**config.mk**
```make
export PLATFORM = sky130hd
export DESIGN_NAME = tpm_management_module_flat
export DESIGN_NICKNAME = d
export VERILOG_FILES = /design/src/rtl/tpm_mm_pkg.sv /design/src/rtl/tpm_mm_if.sv /design/src/rtl/tpm_mm_strobe_edge.sv /design/src/rtl/tpm_management_module.sv /design/src/flat_wrapper.sv
export SDC_FILE = /design/constraint.sdc
export NUM_CORES = 1
export LEC_CHECK = 0
export BUFFER_PORTS_ARGS = -buffer_cell sky130_fd_sc_hd__buf_2
export CAP_MARGIN = 20
export CELL_PAD_IN_SITES_DETAIL_PLACEMENT = 0
export CELL_PAD_IN_SITES_GLOBAL_PLACEMENT = 1
export CORE_ASPECT_RATIO = 2
export CORE_UTILIZATION = 25
export CTS_CLUSTER_DIAMETER = 100
export DETAILED_ROUTE_END_ITERATION = 10
export GPL_TIMING_DRIVEN = 0
export PLACE_DENSITY = 0.89
export REMOVE_ABC_BUFFERS = 1
export SLEW_MARGIN = 25
export SYNTH_ARGS = -nofsm -noshare
export SYNTH_HDL_FRONTEND = slang
export SYNTH_SLANG_ARGS = --single-unit
```
**constraint.sdc**
```tcl
create_clock -name clock_i -period 2.95 [get_ports clock_i]
set_input_delay 0.4425 -clock clock_i [delete_from_list [all_inputs] [get_ports clock_i]]
set_output_delay 0.4425 -clock clock_i [all_outputs]
set_load 0.005 [all_outputs]
```
**src/rtl/tpm_mm_pkg.sv**
```systemverilog
// tpm_mm_pkg: shared state, command, response, handle and startup codes
package tpm_mm_pkg;
  typedef enum logic [2:0] {
    ST_POWER_OFF   = 3'd0,
    ST_INIT        = 3'd1,
    ST_STARTUP     = 3'd2,
    ST_OPERATIONAL = 3'd3,
    ST_SELF_TEST   = 3'd4,
    ST_FAILURE     = 3'd5,
    ST_SHUTDOWN    = 3'd6
  } op_state_e;
  localparam logic [31:0] CC_HIERARCHY_CONTROL = 32'h0000_0121;
  localparam logic [31:0] CC_INC_SELF_TEST     = 32'h0000_0142;
  localparam logic [31:0] CC_SELF_TEST         = 32'h0000_0143;
  localparam logic [31:0] CC_STARTUP           = 32'h0000_0144;
  localparam logic [31:0] CC_SHUTDOWN          = 32'h0000_0145;
  localparam logic [31:0] RC_SUCCESS    = 32'h0000_0000;
  localparam logic [31:0] RC_VALUE      = 32'h0000_0084;
  localparam logic [31:0] RC_INITIALIZE = 32'h0000_0100;
  localparam logic [31:0] RC_FAILURE    = 32'h0000_0101;
  localparam logic [31:0] RC_AUTH_TYPE  = 32'h0000_0124;
  localparam logic [31:0] RC_LOCALITY   = 32'h0000_0907;
  localparam logic [31:0] RH_OWNER       = 32'h4000_0001;
  localparam logic [31:0] RH_ENDORSEMENT = 32'h4000_000B;
  localparam logic [31:0] RH_PLATFORM    = 32'h4000_000C;
  localparam logic SU_CLEAR = 1'b0;
  localparam logic SU_STATE = 1'b1;
  localparam logic [2:0] SU_TYPE_NONE    = 3'd0;
  localparam logic [2:0] SU_TYPE_RESET   = 3'd1;
  localparam logic [2:0] SU_TYPE_RESTART = 3'd2;
  localparam logic [2:0] SU_TYPE_RESUME  = 3'd3;
endpackage

```
**src/rtl/tpm_mm_if.sv**
```systemverilog
// tpm_mm_if: command inputs and management outputs of the TPM management block
interface tpm_mm_if;
  logic        keyStart_n_i;
  logic [31:0] tpm_cc_i;
  logic [32:0] cmd_param_i;
  logic [15:0] orderlyInput_i;
  logic        initialized_i;
  logic [31:0] authHierarchy_i;
  logic [31:0] executionEng_rc_i;
  logic [7:0]  locality_i;
  logic [15:0] testsRun_i, testsPassed_i, untested_i;
  logic        nv_phEnableNV_i, nv_shEnable_i, nv_ehEnable_i;
  logic [2:0]  op_state_o;
  logic [2:0]  startup_type_o;
  logic [31:0] tpm_rc_o;
  logic        phEnable_o, phEnableNV_o, shEnable_o, ehEnable_o;
  logic [15:0] shutdownSave_o;
  modport slave (
    input  keyStart_n_i, tpm_cc_i, cmd_param_i, orderlyInput_i, initialized_i,
           authHierarchy_i, executionEng_rc_i, locality_i, testsRun_i,
           testsPassed_i, untested_i, nv_phEnableNV_i, nv_shEnable_i, nv_ehEnable_i,
    output op_state_o, startup_type_o, tpm_rc_o, phEnable_o, phEnableNV_o,
           shEnable_o, ehEnable_o, shutdownSave_o
  );
  modport master (
    output keyStart_n_i, tpm_cc_i, cmd_param_i, orderlyInput_i, initialized_i,
           authHierarchy_i, executionEng_rc_i, locality_i, testsRun_i,
           testsPassed_i, untested_i, nv_phEnableNV_i, nv_shEnable_i, nv_ehEnable_i,
    input  op_state_o, startup_type_o, tpm_rc_o, phEnable_o, phEnableNV_o,
           shEnable_o, ehEnable_o, shutdownSave_o
  );
endinterface

```
**src/rtl/tpm_mm_strobe_edge.sv**
```systemverilog
// tpm_mm_strobe_edge: registers the active-low strobe and flags one event per low pulse
module tpm_mm_strobe_edge (
  input  logic clock_i,
  input  logic reset_n_i,
  input  logic key_n_i,
  output logic event_o
);
  logic key_q;
  always_ff @(posedge clock_i or negedge reset_n_i)
    if (!reset_n_i) key_q <= 1'b1;
    else            key_q <= key_n_i;
  assign event_o = key_q & ~key_n_i;
endmodule

```
**src/rtl/tpm_management_module.sv**
```systemverilog
// tpm_management_module: TPM lifecycle state, hierarchy enables and response codes
module tpm_management_module
  import tpm_mm_pkg::*;
(
  input logic     clock_i,
  input logic     reset_n_i,
  tpm_mm_if.slave bus
);
  logic        evt;
  op_state_e   state_q, state_d;
  logic [2:0]  type_q, type_d;
  logic [31:0] rc_q, rc_d;
  logic        ph_q, ph_d, phnv_q, phnv_d, sh_q, sh_d, eh_q, eh_d;
  logic [15:0] save_q, save_d;
  logic [1:0]  tgt;
  logic        st, hc_ok, unused_ok;
  tpm_mm_strobe_edge u_edge (
    .clock_i  (clock_i),
    .reset_n_i(reset_n_i),
    .key_n_i  (bus.keyStart_n_i),
    .event_o  (evt)
  );
  assign tgt = bus.cmd_param_i[2:1];
  assign st  = bus.cmd_param_i[0];
  // owner and endorsement may only disable their own hierarchy
  assign hc_ok = (bus.authHierarchy_i == RH_PLATFORM) ||
                 (bus.authHierarchy_i == RH_OWNER && tgt == 2'b01 && !st) ||
                 (bus.authHierarchy_i == RH_ENDORSEMENT && tgt == 2'b10 && !st);
  assign unused_ok = &{1'b0, bus.untested_i, bus.cmd_param_i[32:3]};
  always_comb begin
    state_d = state_q;
    type_d  = type_q;
    rc_d    = rc_q;
    ph_d    = ph_q;
    phnv_d  = phnv_q;
    sh_d    = sh_q;
    eh_d    = eh_q;
    save_d  = save_q;
    if (evt) begin
      case (state_q)
        ST_POWER_OFF: state_d = ST_INIT;
        ST_INIT:
          if (bus.tpm_cc_i != CC_STARTUP) rc_d = RC_INITIALIZE;
          else if (bus.locality_i > 8'd4) rc_d = RC_LOCALITY;
          else if (st == SU_STATE && bus.orderlyInput_i != 16'd1) rc_d = RC_VALUE;
          else begin
            state_d = ST_STARTUP;
            rc_d    = RC_SUCCESS;
            type_d  = (st == SU_STATE) ? SU_TYPE_RESUME :
                      (bus.orderlyInput_i == 16'd1) ? SU_TYPE_RESTART : SU_TYPE_RESET;
          end
        ST_STARTUP:
          if (!bus.initialized_i) rc_d = RC_INITIALIZE;
          else begin
            state_d = ST_OPERATIONAL;
            rc_d    = RC_SUCCESS;
            ph_d    = 1'b1;
            phnv_d  = bus.nv_phEnableNV_i;
            sh_d    = (type_q == SU_TYPE_RESUME) ? bus.nv_shEnable_i : 1'b1;
            eh_d    = (type_q == SU_TYPE_RESUME) ? bus.nv_ehEnable_i : 1'b1;
          end
        ST_OPERATIONAL:
          if (bus.tpm_cc_i == CC_SELF_TEST || bus.tpm_cc_i == CC_INC_SELF_TEST) begin
            state_d = ST_SELF_TEST;
            rc_d    = RC_SUCCESS;
          end else if (bus.tpm_cc_i == CC_SHUTDOWN) begin
            state_d = ST_SHUTDOWN;
            rc_d    = RC_SUCCESS;
            save_d  = {15'b0, st};
          end else if (bus.tpm_cc_i == CC_HIERARCHY_CONTROL) begin
            rc_d   = hc_ok ? RC_SUCCESS : RC_AUTH_TYPE;
            ph_d   = (hc_ok && tgt == 2'b00) ? st : ph_q;
            sh_d   = (hc_ok && tgt == 2'b01) ? st : sh_q;
            eh_d   = (hc_ok && tgt == 2'b10) ? st : eh_q;
            phnv_d = (hc_ok && tgt == 2'b11) ? st : phnv_q;
          end else rc_d = bus.executionEng_rc_i;
        ST_SELF_TEST: begin
          state_d = (bus.testsPassed_i == bus.testsRun_i) ? ST_OPERATIONAL : ST_FAILURE;
          rc_d    = (bus.testsPassed_i == bus.testsRun_i) ? RC_SUCCESS : RC_FAILURE;
        end
        ST_SHUTDOWN: begin
          state_d = ST_OPERATIONAL;
          rc_d    = RC_SUCCESS;
        end
        default: begin
          state_d = ST_FAILURE;
          rc_d    = RC_FAILURE;
        end
      endcase
    end
  end
  always_ff @(posedge clock_i or negedge reset_n_i)
    if (!reset_n_i) begin
      state_q <= ST_POWER_OFF;
      type_q  <= SU_TYPE_NONE;
      rc_q    <= RC_INITIALIZE;
      ph_q    <= 1'b0;
      phnv_q  <= 1'b0;
      sh_q    <= 1'b0;
      eh_q    <= 1'b0;
      save_q  <= 16'd0;
    end else begin
      state_q <= state_d;
      type_q  <= type_d;
      rc_q    <= rc_d;
      ph_q    <= ph_d;
      phnv_q  <= phnv_d;
      sh_q    <= sh_d;
      eh_q    <= eh_d;
      save_q  <= save_d;
    end
  assign bus.op_state_o     = state_q;
  assign bus.startup_type_o = type_q;
  assign bus.tpm_rc_o       = rc_q;
  assign bus.phEnable_o     = ph_q;
  assign bus.phEnableNV_o   = phnv_q;
  assign bus.shEnable_o     = sh_q;
  assign bus.ehEnable_o     = eh_q;
  assign bus.shutdownSave_o = save_q;
endmodule

```
**src/flat_wrapper.sv**
```systemverilog
// flat-port wrapper written by rule: the top's interface ports become plain ports
module tpm_management_module_flat import tpm_mm_pkg::*;
  (clock_i, reset_n_i, bus_keyStart_n_i, bus_tpm_cc_i, bus_cmd_param_i, bus_orderlyInput_i, bus_initialized_i, bus_authHierarchy_i, bus_executionEng_rc_i, bus_locality_i, bus_testsRun_i, bus_testsPassed_i, bus_untested_i, bus_nv_phEnableNV_i, bus_nv_shEnable_i, bus_nv_ehEnable_i, bus_op_state_o, bus_startup_type_o, bus_tpm_rc_o, bus_phEnable_o, bus_phEnableNV_o, bus_shEnable_o, bus_ehEnable_o, bus_shutdownSave_o);
  tpm_mm_if bus_i ();
  input logic clock_i;
  input logic reset_n_i;
  input wire logic [$bits(bus_i.keyStart_n_i)-1:0] bus_keyStart_n_i;
  input wire logic [$bits(bus_i.tpm_cc_i)-1:0] bus_tpm_cc_i;
  input wire logic [$bits(bus_i.cmd_param_i)-1:0] bus_cmd_param_i;
  input wire logic [$bits(bus_i.orderlyInput_i)-1:0] bus_orderlyInput_i;
  input wire logic [$bits(bus_i.initialized_i)-1:0] bus_initialized_i;
  input wire logic [$bits(bus_i.authHierarchy_i)-1:0] bus_authHierarchy_i;
  input wire logic [$bits(bus_i.executionEng_rc_i)-1:0] bus_executionEng_rc_i;
  input wire logic [$bits(bus_i.locality_i)-1:0] bus_locality_i;
  input wire logic [$bits(bus_i.testsRun_i)-1:0] bus_testsRun_i;
  input wire logic [$bits(bus_i.testsPassed_i)-1:0] bus_testsPassed_i;
  input wire logic [$bits(bus_i.untested_i)-1:0] bus_untested_i;
  input wire logic [$bits(bus_i.nv_phEnableNV_i)-1:0] bus_nv_phEnableNV_i;
  input wire logic [$bits(bus_i.nv_shEnable_i)-1:0] bus_nv_shEnable_i;
  input wire logic [$bits(bus_i.nv_ehEnable_i)-1:0] bus_nv_ehEnable_i;
  output wire logic [$bits(bus_i.op_state_o)-1:0] bus_op_state_o;
  output wire logic [$bits(bus_i.startup_type_o)-1:0] bus_startup_type_o;
  output wire logic [$bits(bus_i.tpm_rc_o)-1:0] bus_tpm_rc_o;
  output wire logic [$bits(bus_i.phEnable_o)-1:0] bus_phEnable_o;
  output wire logic [$bits(bus_i.phEnableNV_o)-1:0] bus_phEnableNV_o;
  output wire logic [$bits(bus_i.shEnable_o)-1:0] bus_shEnable_o;
  output wire logic [$bits(bus_i.ehEnable_o)-1:0] bus_ehEnable_o;
  output wire logic [$bits(bus_i.shutdownSave_o)-1:0] bus_shutdownSave_o;
  assign bus_i.keyStart_n_i = bus_keyStart_n_i;
  assign bus_i.tpm_cc_i = bus_tpm_cc_i;
  assign bus_i.cmd_param_i = bus_cmd_param_i;
  assign bus_i.orderlyInput_i = bus_orderlyInput_i;
  assign bus_i.initialized_i = bus_initialized_i;
  assign bus_i.authHierarchy_i = bus_authHierarchy_i;
  assign bus_i.executionEng_rc_i = bus_executionEng_rc_i;
  assign bus_i.locality_i = bus_locality_i;
  assign bus_i.testsRun_i = bus_testsRun_i;
  assign bus_i.testsPassed_i = bus_testsPassed_i;
  assign bus_i.untested_i = bus_untested_i;
  assign bus_i.nv_phEnableNV_i = bus_nv_phEnableNV_i;
  assign bus_i.nv_shEnable_i = bus_nv_shEnable_i;
  assign bus_i.nv_ehEnable_i = bus_nv_ehEnable_i;
  assign bus_op_state_o = bus_i.op_state_o;
  assign bus_startup_type_o = bus_i.startup_type_o;
  assign bus_tpm_rc_o = bus_i.tpm_rc_o;
  assign bus_phEnable_o = bus_i.phEnable_o;
  assign bus_phEnableNV_o = bus_i.phEnableNV_o;
  assign bus_shEnable_o = bus_i.shEnable_o;
  assign bus_ehEnable_o = bus_i.ehEnable_o;
  assign bus_shutdownSave_o = bus_i.shutdownSave_o;
  tpm_management_module u_core (.clock_i(clock_i), .reset_n_i(reset_n_i), .bus(bus_i));
endmodule
```
==> results.yml <==
layout:
  fin_nets: 681
  drive_gt1_share_pct: 48.7
  area_growth_pct: 49.2
  diodes: 0
  post-route-util_pct: 38.4
  finish.instance_area_um2: 3900
  fin_cells: 609
global_route:
  grt_usage_pct: 15.9
  antenna_found_initial: 0
  grt_pass1_vias: 2790
  grt_max_degree: 44
  gr-total-overflow: 0
  grt_pass1_wl_um: 13300
floorplan:
  fp.dieW_um: 74.3
  start_util_pct: 25.8
  core_area_um2: 10100
  rows: 52
  io_pins: 266
  die_y_um: 147
  die_area_um2: 10900
detailed_routing:
  firstDrtPassIters: 4
  wirelength_um: 8680
  vias_per_cell: 4.66
  vias: 2839
  drt_iter0_markers: 101
  wire_per_inst_um: 14.3
  drc: 0
  ant_nets: 0
critical_path:
  cp_max_fo: 13
  crit_start: "bus_tpm_cc_i[9]"
  path_delay_family: "compound AO/OA/AOI/OAI gates"
  critPathKind: "input pin to flop"
  reg2reg_from: "u_core.bus.op_state_o[0]"
  cp_slowest_cell: "a2111oi_0"
  max_stage_delay_ns: 0.92
  cp_data_required_time_ns: 3.12
  cpMostUsedCell: "buf_4"
  endpoint_kind: "flop"
  path_buf_inv: 3
  crit_chain: "buf_2 -> nor4b_2 -> nand4_2 -> a2111oi_0 -> nor3_2 -> buf_4 -> buf_4 -> a22o_1"
  arrival_ns: 2.70
  setup.worst_path.start_class: "input pin"
timing:
  tightestPinTransition_ns: 0.970
  timing.setup.tns_ns: 0
  min_period_over_period_pct: 85.6
  finalSetupViolCount: 0
  fin_crit_ns: 2.52
  skew_ns: 0.00584
  drv_slew: 0
  slew_headroom_pct: 33.7
  fmax_mhz: 396
  rsz0062_at_grt: "false"
  final_hold_viol_count: 0
power:
  power_density_nw_per_um2: 489
  ir_drop_mv: 0.294
  power.leakage_nw: 2.00
clock_network:
  htree_num_levels: 2
  clock_latency_ns: 0.29
  cts_resized: 0
  clock_path_buffers: 2
  cts_tree: "yes"
  cts_made_buffers: 5
  post-cts-setup-buffers: 0
  hold_buffers: 0
  numClockSinks: 43
  root_buffer: "clkbuf_16"
  clkTransAtPathRegs_ns: 0.06
status:
  status: "complete, no violations"
place:
  io_buffers: 203
  placed_cell_area_um2: 3720
  place.gp.congestion: 0.772
  dp_hpwl_um: 7020
  dp_cells: 601
run:
  max-cap-violations: 0
synthesis:
  syn_area_per_cell_um2: 9.68
  ys_ff_latch: 43
  synth_flop_cell: "dfrtp_1"
  yosysWarnings: 0
  yosysTopAreaCell: "dfrtp_1"
  synthArstFlopShare_pct: 100
  synth_edf_count: 0
  synthTopCellsByArea: "dfrtp_1 39%, a22o_1 8.0%, xor2_1 5.4%"
  synth.distinct_cells: 56
  seq_area_frac_synth_pct: 41.3
  syn_inst: 270
  syn-cell-area_um2: 2610
  synth_top_cell_area_share_pct: 39.3
hold_path:
  hold_class: "input pin to asynchronous set/reset pin"
per-layer routing:
metal	global-route usage [%]	routed length, um	part of all wire (%)
met1	17.4	3310	38
met2	28.5	4570	53
met3	3.73	580	6.7
met4	6.23	219	2.5
met5	0	0	0
layout make-up:
type | instances | area (um2)
Fill cell | 1055 | 6250
Multi-Input combinational cell | 215 | 1430
Sequential cell | 43 | 1080
Timing Repair Buffer | 205 | 1030
Tap cell | 135 | 169
Clock buffer | 6 | 139
Clock inverter | 2 | 35.0
Inverter | 3 | 11.3
final timing paths:
| path | to | slack [ns] | depth (start not counted) |
|---|---|---|---|
| hold reg to reg | u_core.bus.tpm_rc_o[24] | 0.48 | 2 |
| setup / recovery | u_core.bus.tpm_rc_o[3] | 0.43 | 8 |
| hold / removal | u_core.bus.phEnable_o | 0.14 | 1 |
| setup reg to reg | u_core.bus.shutdownSave_o[0] | 0.66 | 5 |
| min in group clock_i | u_core.u_edge.key_q | 0.27 | 1 |
| max in group asynchronous | u_core.bus.tpm_rc_o[8] | 2.43 | 1 |
cells in the mapped netlist, types with 2 or more instances:
library cell,n
a211oi_1,2
a21oi_1,10
a22o_1,24
a31oi_1,2
a32oi_1,2
a41oi_1,2
and2_1,3
buf_2,3
buf_4,16
clkbuf_1,5
dfrtp_1,41
dfstp_2,2
inv_1,3
nand2_1,14
nand2b_1,4
nand3_1,8
nand3b_1,2
nand4_1,4
nand4bb_1,2
nor2_1,18
nor2b_1,8
nor3_1,8
nor4_1,17
nor4_4,2
nor4b_1,3
nor4b_2,2
o211ai_1,2
o21a_1,2
o21ai_0,12
o22a_1,2
or2_2,4
or3_1,2
xor2_1,16
cell usage in the layout (no fill, tap or decap), types with 3 or more instances in the layout:
| cell | count |
|---|---|
| nand4_1 | 4 |
| nand2b_1 | 3 |
| nor3_1 | 7 |
| clkbuf_16 | 5 |
| and2_1 | 3 |
| a21oi_1 | 10 |
| nor4b_1 | 3 |
| nand2_1 | 14 |
| nor4_1 | 17 |
| xor2_1 | 16 |
| dfrtp_1 | 41 |
| nor2b_1 | 8 |
| or2_2 | 4 |
| a22o_1 | 24 |
| nand3_1 | 8 |
| buf_2 | 202 |
| inv_1 | 3 |
| buf_4 | 3 |
| o21ai_0 | 12 |
| conb_1 | 16 |
| nor2_1 | 18 |
kinds of logic (layout without fill, tap and decap cells):
family,Yosys count,in the layout,synth area share [%]
buffers and inverters,27,216,6.32
other,1,16,0.143
AND/OR/NAND/NOR,112,112,26.7
XOR/XNOR,16,16,5.36
flip-flops,43,43,41.3
multiplexers,2,2,0.814
AO/OA/AOI/OAI,69,69,19.4
state kept, by name (all words and copies together) (netlist names):
| name | cells |
|---|---|
| u_core.bus.shEnable_o | 1 |
| u_core.bus.ehEnable_o | 1 |
| u_core.bus.op_state_o | 3 |
| u_core.u_edge.key_q | 1 |
| u_core.bus.shutdownSave_o | 1 |
| u_core.bus.startup_type_o | 2 |
| u_core.bus.tpm_rc_o | 32 |
| u_core.bus.phEnableNV_o | 1 |
| u_core.bus.phEnable_o | 1 |
where the power goes:
group,internal (mW),switching (mW)
clock,0.421,0.233
combinational,0.252,0.250
sequential,0.668,0.0822
total,1.34,0.565
stage by stage:
step	power, mW	setup slack (ns)	hold slack (ns)
after floorplan	0.974	0.326	0.147
after global placement	1.25	-0.651	0.449
after detailed placement	1.26	0.113	0.460
after CTS	1.93	0.416	0.261
after global routing	2.02	0.303	0.187
final	1.91	0.426	0.144
worst register-to-register path: stages (launching register included):
cell and delay, ns:
dfrtp_1 0.57, nor2b_1 0.36, and2_0 0.43, nand2_1 0.09, nor4_1 0.34, mux2_2 0.39
(Power assumes the default switching activity.)
